File: config.mk
export PLATFORM = sky130hd
export DESIGN_NAME = mem_arb
export DESIGN_NICKNAME = d
export VERILOG_FILES = /design/src/rtl/mem_arb.sv
export SDC_FILE = /design/constraint.sdc
export NUM_CORES = 1
export LEC_CHECK = 0
export CAP_MARGIN = 10
export CORE_ASPECT_RATIO = 0.5
export CORE_MARGIN = 2
export CORE_UTILIZATION = 37
export DETAILED_ROUTE_END_ITERATION = 10
export GPL_TIMING_DRIVEN = 0
export HOLD_SLACK_MARGIN = 0.06
export PLACE_DENSITY = 0.93
export SLEW_MARGIN = 10
export SYNTH_ARGS = -nofsm -noshare
export SYNTH_HDL_FRONTEND = slang
export SYNTH_SLANG_ARGS = --single-unit
File: constraint.sdc
create_clock -name clk -period 3.3 [get_ports clk]
set_input_delay 0.495 -clock clk [delete_from_list [all_inputs] [get_ports clk]]
set_output_delay 0.495 -clock clk [all_outputs]
set_load 0.02 [all_outputs]
File: src/rtl/mem_arb.sv
// Cache-fill / write-through memory arbiter: one store or one block fill at a time.
// Define MEM_ARB_RR_EN to alternate I/D miss grants instead of fixed D-over-I priority.
module mem_arb #(
    parameter int BLOCK_WORDS = 8,
    parameter int AWIDTH      = 16
) (
    input  logic                           clk,
    input  logic                           rst,
    input  logic                           icache_miss,
    input  logic [AWIDTH-1:0]              icache_miss_addr,
    input  logic                           dcache_miss,
    input  logic [AWIDTH-1:0]              dcache_miss_addr,
    input  logic                           dcache_wr,
    input  logic [AWIDTH-1:0]              dcache_wr_addr,
    input  logic [15:0]                    dcache_wr_data,
    output logic                           mem_en,
    output logic                           mem_wr,
    output logic [AWIDTH-1:0]              mem_addr,
    output logic [15:0]                    mem_wdata,
    input  logic [15:0]                    mem_rdata,
    input  logic                           mem_rvalid,
    output logic [15:0]                    fill_data,
    output logic [$clog2(BLOCK_WORDS)-1:0] fill_word,
    output logic                           icache_we,
    output logic                           dcache_we,
    output logic                           icache_fill_done,
    output logic                           dcache_fill_done,
    output logic                           dcache_wr_done,
    output logic                           busy
);

    localparam int WB = $clog2(BLOCK_WORDS);
    localparam logic [WB:0] BW_L = BLOCK_WORDS[WB:0];
    localparam logic [WB:0] LAST_L = BW_L - 1'b1;
    localparam logic [AWIDTH-1:0] BLK_MASK = ~AWIDTH'((1 << (WB + 1)) - 1);

    localparam logic [1:0] S_IDLE  = 2'd0;
    localparam logic [1:0] S_WRITE = 2'd1;
    localparam logic [1:0] S_FILL  = 2'd2;
    localparam logic [1:0] S_DONE  = 2'd3;

    logic [1:0]        state;
    logic              owner_d;
    logic [AWIDTH-1:0] base;
    logic [WB:0]       issue_cnt;
    logic [WB:0]       rcv_cnt;
    logic              grant_d;
    logic              grant_i;
    logic              issue;
    logic              rx;
    logic [AWIDTH-1:0] miss_addr;
    logic [AWIDTH-1:0] issue_off;

`ifdef MEM_ARB_RR_EN
    logic last_d;

    // With both misses pending, D wins unless it took the previous fill.
    assign grant_d = dcache_miss && (!icache_miss || !last_d);
`else
    assign grant_d = dcache_miss;
`endif
    assign grant_i   = icache_miss && !grant_d;
    assign miss_addr = grant_d ? dcache_miss_addr : icache_miss_addr;

    assign issue     = (state == S_FILL) && (issue_cnt < BW_L);
    assign rx        = (state == S_FILL) && mem_rvalid && (rcv_cnt < BW_L);
    // Base has the block offset cleared, so OR-ing the offset can never carry out.
    assign issue_off = AWIDTH'({issue_cnt[WB-1:0], 1'b0});

    always_ff @(posedge clk) begin
        if (!rst) begin
            state     <= S_IDLE;
            owner_d   <= 1'b0;
            base      <= '0;
            issue_cnt <= '0;
            rcv_cnt   <= '0;
`ifdef MEM_ARB_RR_EN
            last_d    <= 1'b0;
`endif
        end else begin
            case (state)
                S_IDLE: begin
                    issue_cnt <= '0;
                    rcv_cnt   <= '0;
                    if (dcache_wr) begin
                        state <= S_WRITE;
                    end else if (grant_d || grant_i) begin
                        state   <= S_FILL;
                        owner_d <= grant_d;
                        base    <= miss_addr & BLK_MASK;
`ifdef MEM_ARB_RR_EN
                        last_d  <= grant_d;
`endif
                    end
                end
                S_WRITE: state <= S_IDLE;
                S_FILL: begin
                    if (issue) issue_cnt <= issue_cnt + 1'b1;
                    if (rx) begin
                        rcv_cnt <= rcv_cnt + 1'b1;
                        if (rcv_cnt == LAST_L) state <= S_DONE;
                    end
                end
                default: state <= S_IDLE;
            endcase
        end
    end

    always_comb begin
        mem_en           = 1'b0;
        mem_wr           = 1'b0;
        mem_addr         = '0;
        mem_wdata        = '0;
        fill_word        = '0;
        icache_we        = 1'b0;
        dcache_we        = 1'b0;
        icache_fill_done = 1'b0;
        dcache_fill_done = 1'b0;
        dcache_wr_done   = 1'b0;
        case (state)
            S_WRITE: begin
                mem_en         = 1'b1;
                mem_wr         = 1'b1;
                mem_addr       = dcache_wr_addr;
                mem_wdata      = dcache_wr_data;
                dcache_wr_done = 1'b1;
            end
            S_FILL: begin
                if (issue) begin
                    mem_en   = 1'b1;
                    mem_addr = base | issue_off;
                end
                if (rx) begin
                    fill_word = rcv_cnt[WB-1:0];
                    icache_we = !owner_d;
                    dcache_we = owner_d;
                end
            end
            S_DONE: begin
                icache_fill_done = !owner_d;
                dcache_fill_done = owner_d;
            end
            default: ;
        endcase
    end

    assign fill_data = mem_rdata;
    assign busy      = (state != S_IDLE);

endmodule

* After elaboration in Yosys (flattened, before gate mapping) *
Cells that the tools add are included.
W data, S select, Z words.

storage, ports and cells
  register bits after elaboration = 23
  latch bits = 0
  memory bits (writable) = 0
  ROM bits = 0
  input port bits = 86
  output and inout port bits = 59
  logic and storage cells = 57
  memories kept = 0

operators by class
  add/sub/neg operators = 2
  multiply operators = 0
  div/mod/pow operators = 0
  order comparisons = 2
  eq/ne operators = 8
  shift operators = 0
  muxes and demuxes = 24
  bitwise operators = 2
  reductions and logical operators = 14

operator list
  operator               count
  $mux W16               3
  $pmux W16 S2           1
  $or A16 B4 Y16         1
  $pmux W4 S2            2
  $add A4 B1 Y4 const B  2
  $lt A4 B4 Y1 const B   2
  $mux W1                8
  $mux W2                4
  $mux W4                2
  $mux W3                2
  $reduce_and A3 Y1      2
  $eq A2 B2 Y1 const B   2
  $eq A4 B3 Y1 const B   1
  $logic_and A1 B1 Y1    4
  $ne A2 B2 Y1 const B   2
  $pmux W2 S2            1
  $reduce_and A2 Y1      2
  $reduce_bool A2 Y1     2
  $ne A3 B3 Y1 const B   1
  $eq A2 B1 Y1 const B   1
  $logic_not A1 Y1       2
  $logic_not A2 Y1       1
  $ne A2 B1 Y1 const B   1
  $pmux W1 S2            1
  2 further kinds        2

* Longest topological paths before layout *
  depth in word-level cells = 6
  mapped depth = 6
  gate-level depth less buffers = 5

* Worst setup path after synthesis *
No wires, ideal clock.

  path type = register to output
  start point = register state[1]
  end point = output port mem_addr[11]
  data arrival time = 1.551 ns
  slack = 1.254 ns
  stages on the path, launching flop included = 6
  path buffers = 1
  cells stage by stage = dfxtp_1 > inv_1 > ha_1 > clkbuf_1 > a22oi_1 > nor2b_1

between the ends
  longest elaborated chain between the ends = 4
  elaborated cells between the ends (all ways) = 5

ends and longest elaborated chain
  what                    RTL line  RTL
  from (decl)             42        logic [1:0] state;
  from (signal assigned)  72        state <= S_IDLE;
  from (signal assigned)  86        state <= S_WRITE;
  from (signal assigned)  88        state <= S_FILL;
  $eq A2 B2 Y1            65, 120
  $logic_and A1 B1 Y1     65        assign issue = (state == S_FILL) && (issue_cnt < BW_L);
  $mux W16                129       if (issue) begin
  $pmux W16 S2 *          120       case (state)
  to (decl)               18        output logic [AWIDTH-1:0] mem_addr,

Every way passes the cells marked *; elsewhere a longest branch is shown, timed or not.

* Worst setup path after layout *
  start point = register state[1]
  end point = output port mem_addr[7]

Same word-level chain as after synthesis.

==> results.py <==
metrics = {
    "yosys": {
        "ys.flop_type": "dfxtp_1",
        "synth_edf_count": 0,
        "syn_nets": 310,
        "yosysWarnings": 0,
        "synthArstFlopShare_pct": 0,
        "syn_avg_cell_area_um2": 8.626,
        "ys_ff_latch": 23,
        "yosys.cell_types.count": 40,
        "netlist_area_um2": 1872,
        "synthCells": 217,
        "yosysSeqAreaShare_pct": 24.60,
    },
    "setup_path": {
        "critPathKind": "flop to primary output",
        "worstPathArrival_ns": 2.51,
        "worst_ep_required_time_ns": 2.80,
        "critPathMaxFanout": 10,
        "endpoint_kind": "primary output",
        "worstSetupStartpointType": "flop",
    },
    "cts": {
        "cts_hold_buf": 0,
        "cts_buffer_depth": 2,
        "clock_latency_ns": 0.27,
        "numClockSinks": 23,
        "numCtsBuffers": 3,
        "clk_pin_slew_ns": 0.08,
        "cts_resized": 0,
        "post_cts_buffers": 0,
        "root_buffer": "clkbuf_8",
        "cts_tree": "yes",
        "h-tree-depth": 1,
    },
    "sta": {
        "setup_ws_ns": 0.2955,
        "skew_ns": 0.002432,
        "setup_violations": 0,
        "tns_ns": 0,
        "layout_min_cycle_time_ns": 3.004,
        "maxSlewHeadroom_pct": 63.57,
        "drv_slew": 0,
        "max_freq_ghz": 0.3328,
        "hold_violations": 0,
        "tightestPinTransition_ns": 0.5464,
        "rsz0062_at_grt": "no",
        "period_share_pct": 91.04,
    },
    "place": {
        "globalplace.congestion": 0.8346,
        "io_buffers": 118,
        "place_inst": 405,
        "hpwlAfterDp_um": 4809,
        "pre_cts_ws_ns": 0.6350,
    },
    "power_and_ir_drop": {
        "power_leakage_nw": 1.339,
        "ir_worst_vdd_mv": 0.1733,
        "powerDensity_nw_per_um2": 349.4,
    },
    "status": {
        "status": "completed",
    },
    "route": {
        "top_layer_used": "met4",
        "drc_errors": 0,
        "wl_met1_um": 2417,
        "drt_iter0_markers": 96,
        "vias_per_cell": 5.066,
        "ant_nets": 0,
        "drt_wl_total_um": 5984,
        "wire_per_inst_um": 14.63,
        "dr_total_vias": 2072,
        "wl_met3_um": 419,
        "dr.pass1.iters": 4,
        "wl_met2_um": 3108,
    },
    "layout": {
        "nNetsFinal": 433,
        "fillers": 400,
        "final_common_cell": "clkdlybuf4s50_1",
        "final_cell_mix": "clkdlybuf4s50_1, dfxtp_1, and2_1",
        "n_antenna_cell": 0,
        "finalNonFillerCells": 409,
        "syn_to_final_growth_pct": 70.25,
        "final_layout_size_suffix_gt1_share_pct": 12.68,
    },
    "die": {
        "die_area_um2": 5678,
        "die_h_um": 54.30,
        "rows": 18,
        "die_w_um": 104.6,
        "coreArea_um2": 4910,
        "start_util_pct": 38.12,
        "io_pins": 145,
    },
    "run": {
        "cap_violations": 0,
    },
    "global_routing": {
        "grt_pass1_vias": 1967,
        "grt_max_degree": 14,
        "grt_pass1_wl_um": 9225,
        "grt_antenna_before_repair": 0,
        "grt-ovfl-total": 0,
        "track_usage_pct": 20.12,
    },
    "hold_path": {
        "min_path_type": "flop to flop",
    },
}
## cells by family (layout without fill, tap and decap cells)
kind of cell / count (synthesis) / in the layout / share of synthesized area, %
multiplexers: 12 / 12 / 6.417
flip-flops: 23 / 23 / 24.60
XOR/XNOR: 2 / 2 / 0.9360
AND/OR/NAND/NOR: 86 / 86 / 29.88
buffers and inverters: 41 / 163 / 13.57
adder cells (fa/ha/maj): 7 / 7 / 4.679
AO/OA/AOI/OAI: 46 / 46 / 19.92
## through the flow
step / power [mW] / area, µm² / util (%) / hold slack (ns)
4_1_cts: 1.111 / 3187 / 64.91 / 0.5024
3_5_place_dp: 0.9346 / 3141 / 63.97 / 0.4910
2_1_floorplan: 0.6758 / 1872 / - / 0.4652
5_1_grt: 1.174 / 3187 / 64.91 / 0.5267
6_report: 1.114 / 3187 / 64.91 / 0.5028
3_3_place_gp: 0.9144 / 3141 / 63.97 / 0.4810
## power breakdown
| group | leakage [nW] | switching (mW) | internal [mW] | total (mW) |
|---|---|---|---|---|
| logic | 1.13 | 0.304 | 0.304 | 0.607 |
| registers | 0.188 | 0.0226 | 0.306 | 0.328 |
| clock network | 0.0255 | 0.0937 | 0.0844 | 0.178 |
## flip-flops by register name, indices dropped and copies added, names as in the netlist
signal and cells:
base 12, issue_cnt 4, owner_d 1, rcv_cnt 4, state 2
## cell usage after synthesis, types with 2 or more instances
master | n | share of area [%]
dfxtp_1 | 23 | 25
and2_1 | 22 | 7.4
nor2b_1 | 20 | 6.7
buf_4 | 18 | 7.2
a22oi_1 | 14 | 5.6
mux2i_1 | 12 | 6.4
o211a_1 | 12 | 6.4
nand3_2 | 10 | 5.3
buf_2 | 8 | 2.1
ha_1 | 7 | 4.7
clkbuf_1 | 6 | 1.2
inv_1 | 6 | 1.2
nand3_1 | 6 | 1.6
nor2_1 | 6 | 1.2
nand2_1 | 4 | 0.80
and4b_1 | 3 | 1.6
buf_6 | 3 | 1.8
nand4_1 | 3 | 1.0
nor3_1 | 3 | 0.80
a21boi_1 | 2 | 0.80
a311oi_1 | 2 | 0.94
a32oi_1 | 2 | 0.94
nand2b_1 | 2 | 0.67
nand3b_1 | 2 | 0.80
o21a_1 | 2 | 0.80
o21ai_0 | 2 | 0.53
o21ai_1 | 2 | 0.53
o31ai_1 | 2 | 0.80
xnor2_1 | 2 | 0.94
## path summary, 6_finish.rpt
path	depth (start not counted)	to	start	slack, ns
hold reg to reg	2	rcv_cnt[1]	rcv_cnt[1]	0.50
setup / recovery	6	mem_addr[7]	state[1]	0.30
hold / removal	2	rcv_cnt[1]	rcv_cnt[1]	0.50
setup reg to reg	6	rcv_cnt[3]	state[0]	1.59
## worst max-delay path: stages (launching register included)
cell             delay (ns)
dfxtp_1                0.36
inv_1                  0.11
ha_1                   0.35
clkbuf_1               0.48
a22oi_1                0.18
nor2b_1                0.15
clkdlybuf4s50_1        0.62
## cell type report
type / count / area, µm² / share of cell area, %
tap: 70 / 87.58 / 2.748
clock inverter: 1 / 5.005 / 0.1570
sequential: 23 / 460.4 / 14.45
clock buffer: 3 / 41.29 / 1.296
buffer: 35 / 231.5 / 7.263
inverter: 6 / 22.52 / 0.7067
multi-input combinational: 153 / 1157 / 36.32
timing repair buffer: 118 / 1181 / 37.06
## routing by layer
metal | vias to the layer above | GRT usage [%]
met5 | - | 0
met4 | 0 | 4.667
met3 | 6 | 4.167
met2 | 80 | 38.56
met1 | 984 | 24.18
li1 | 1002 | -
(Power assumes the default switching activity.)
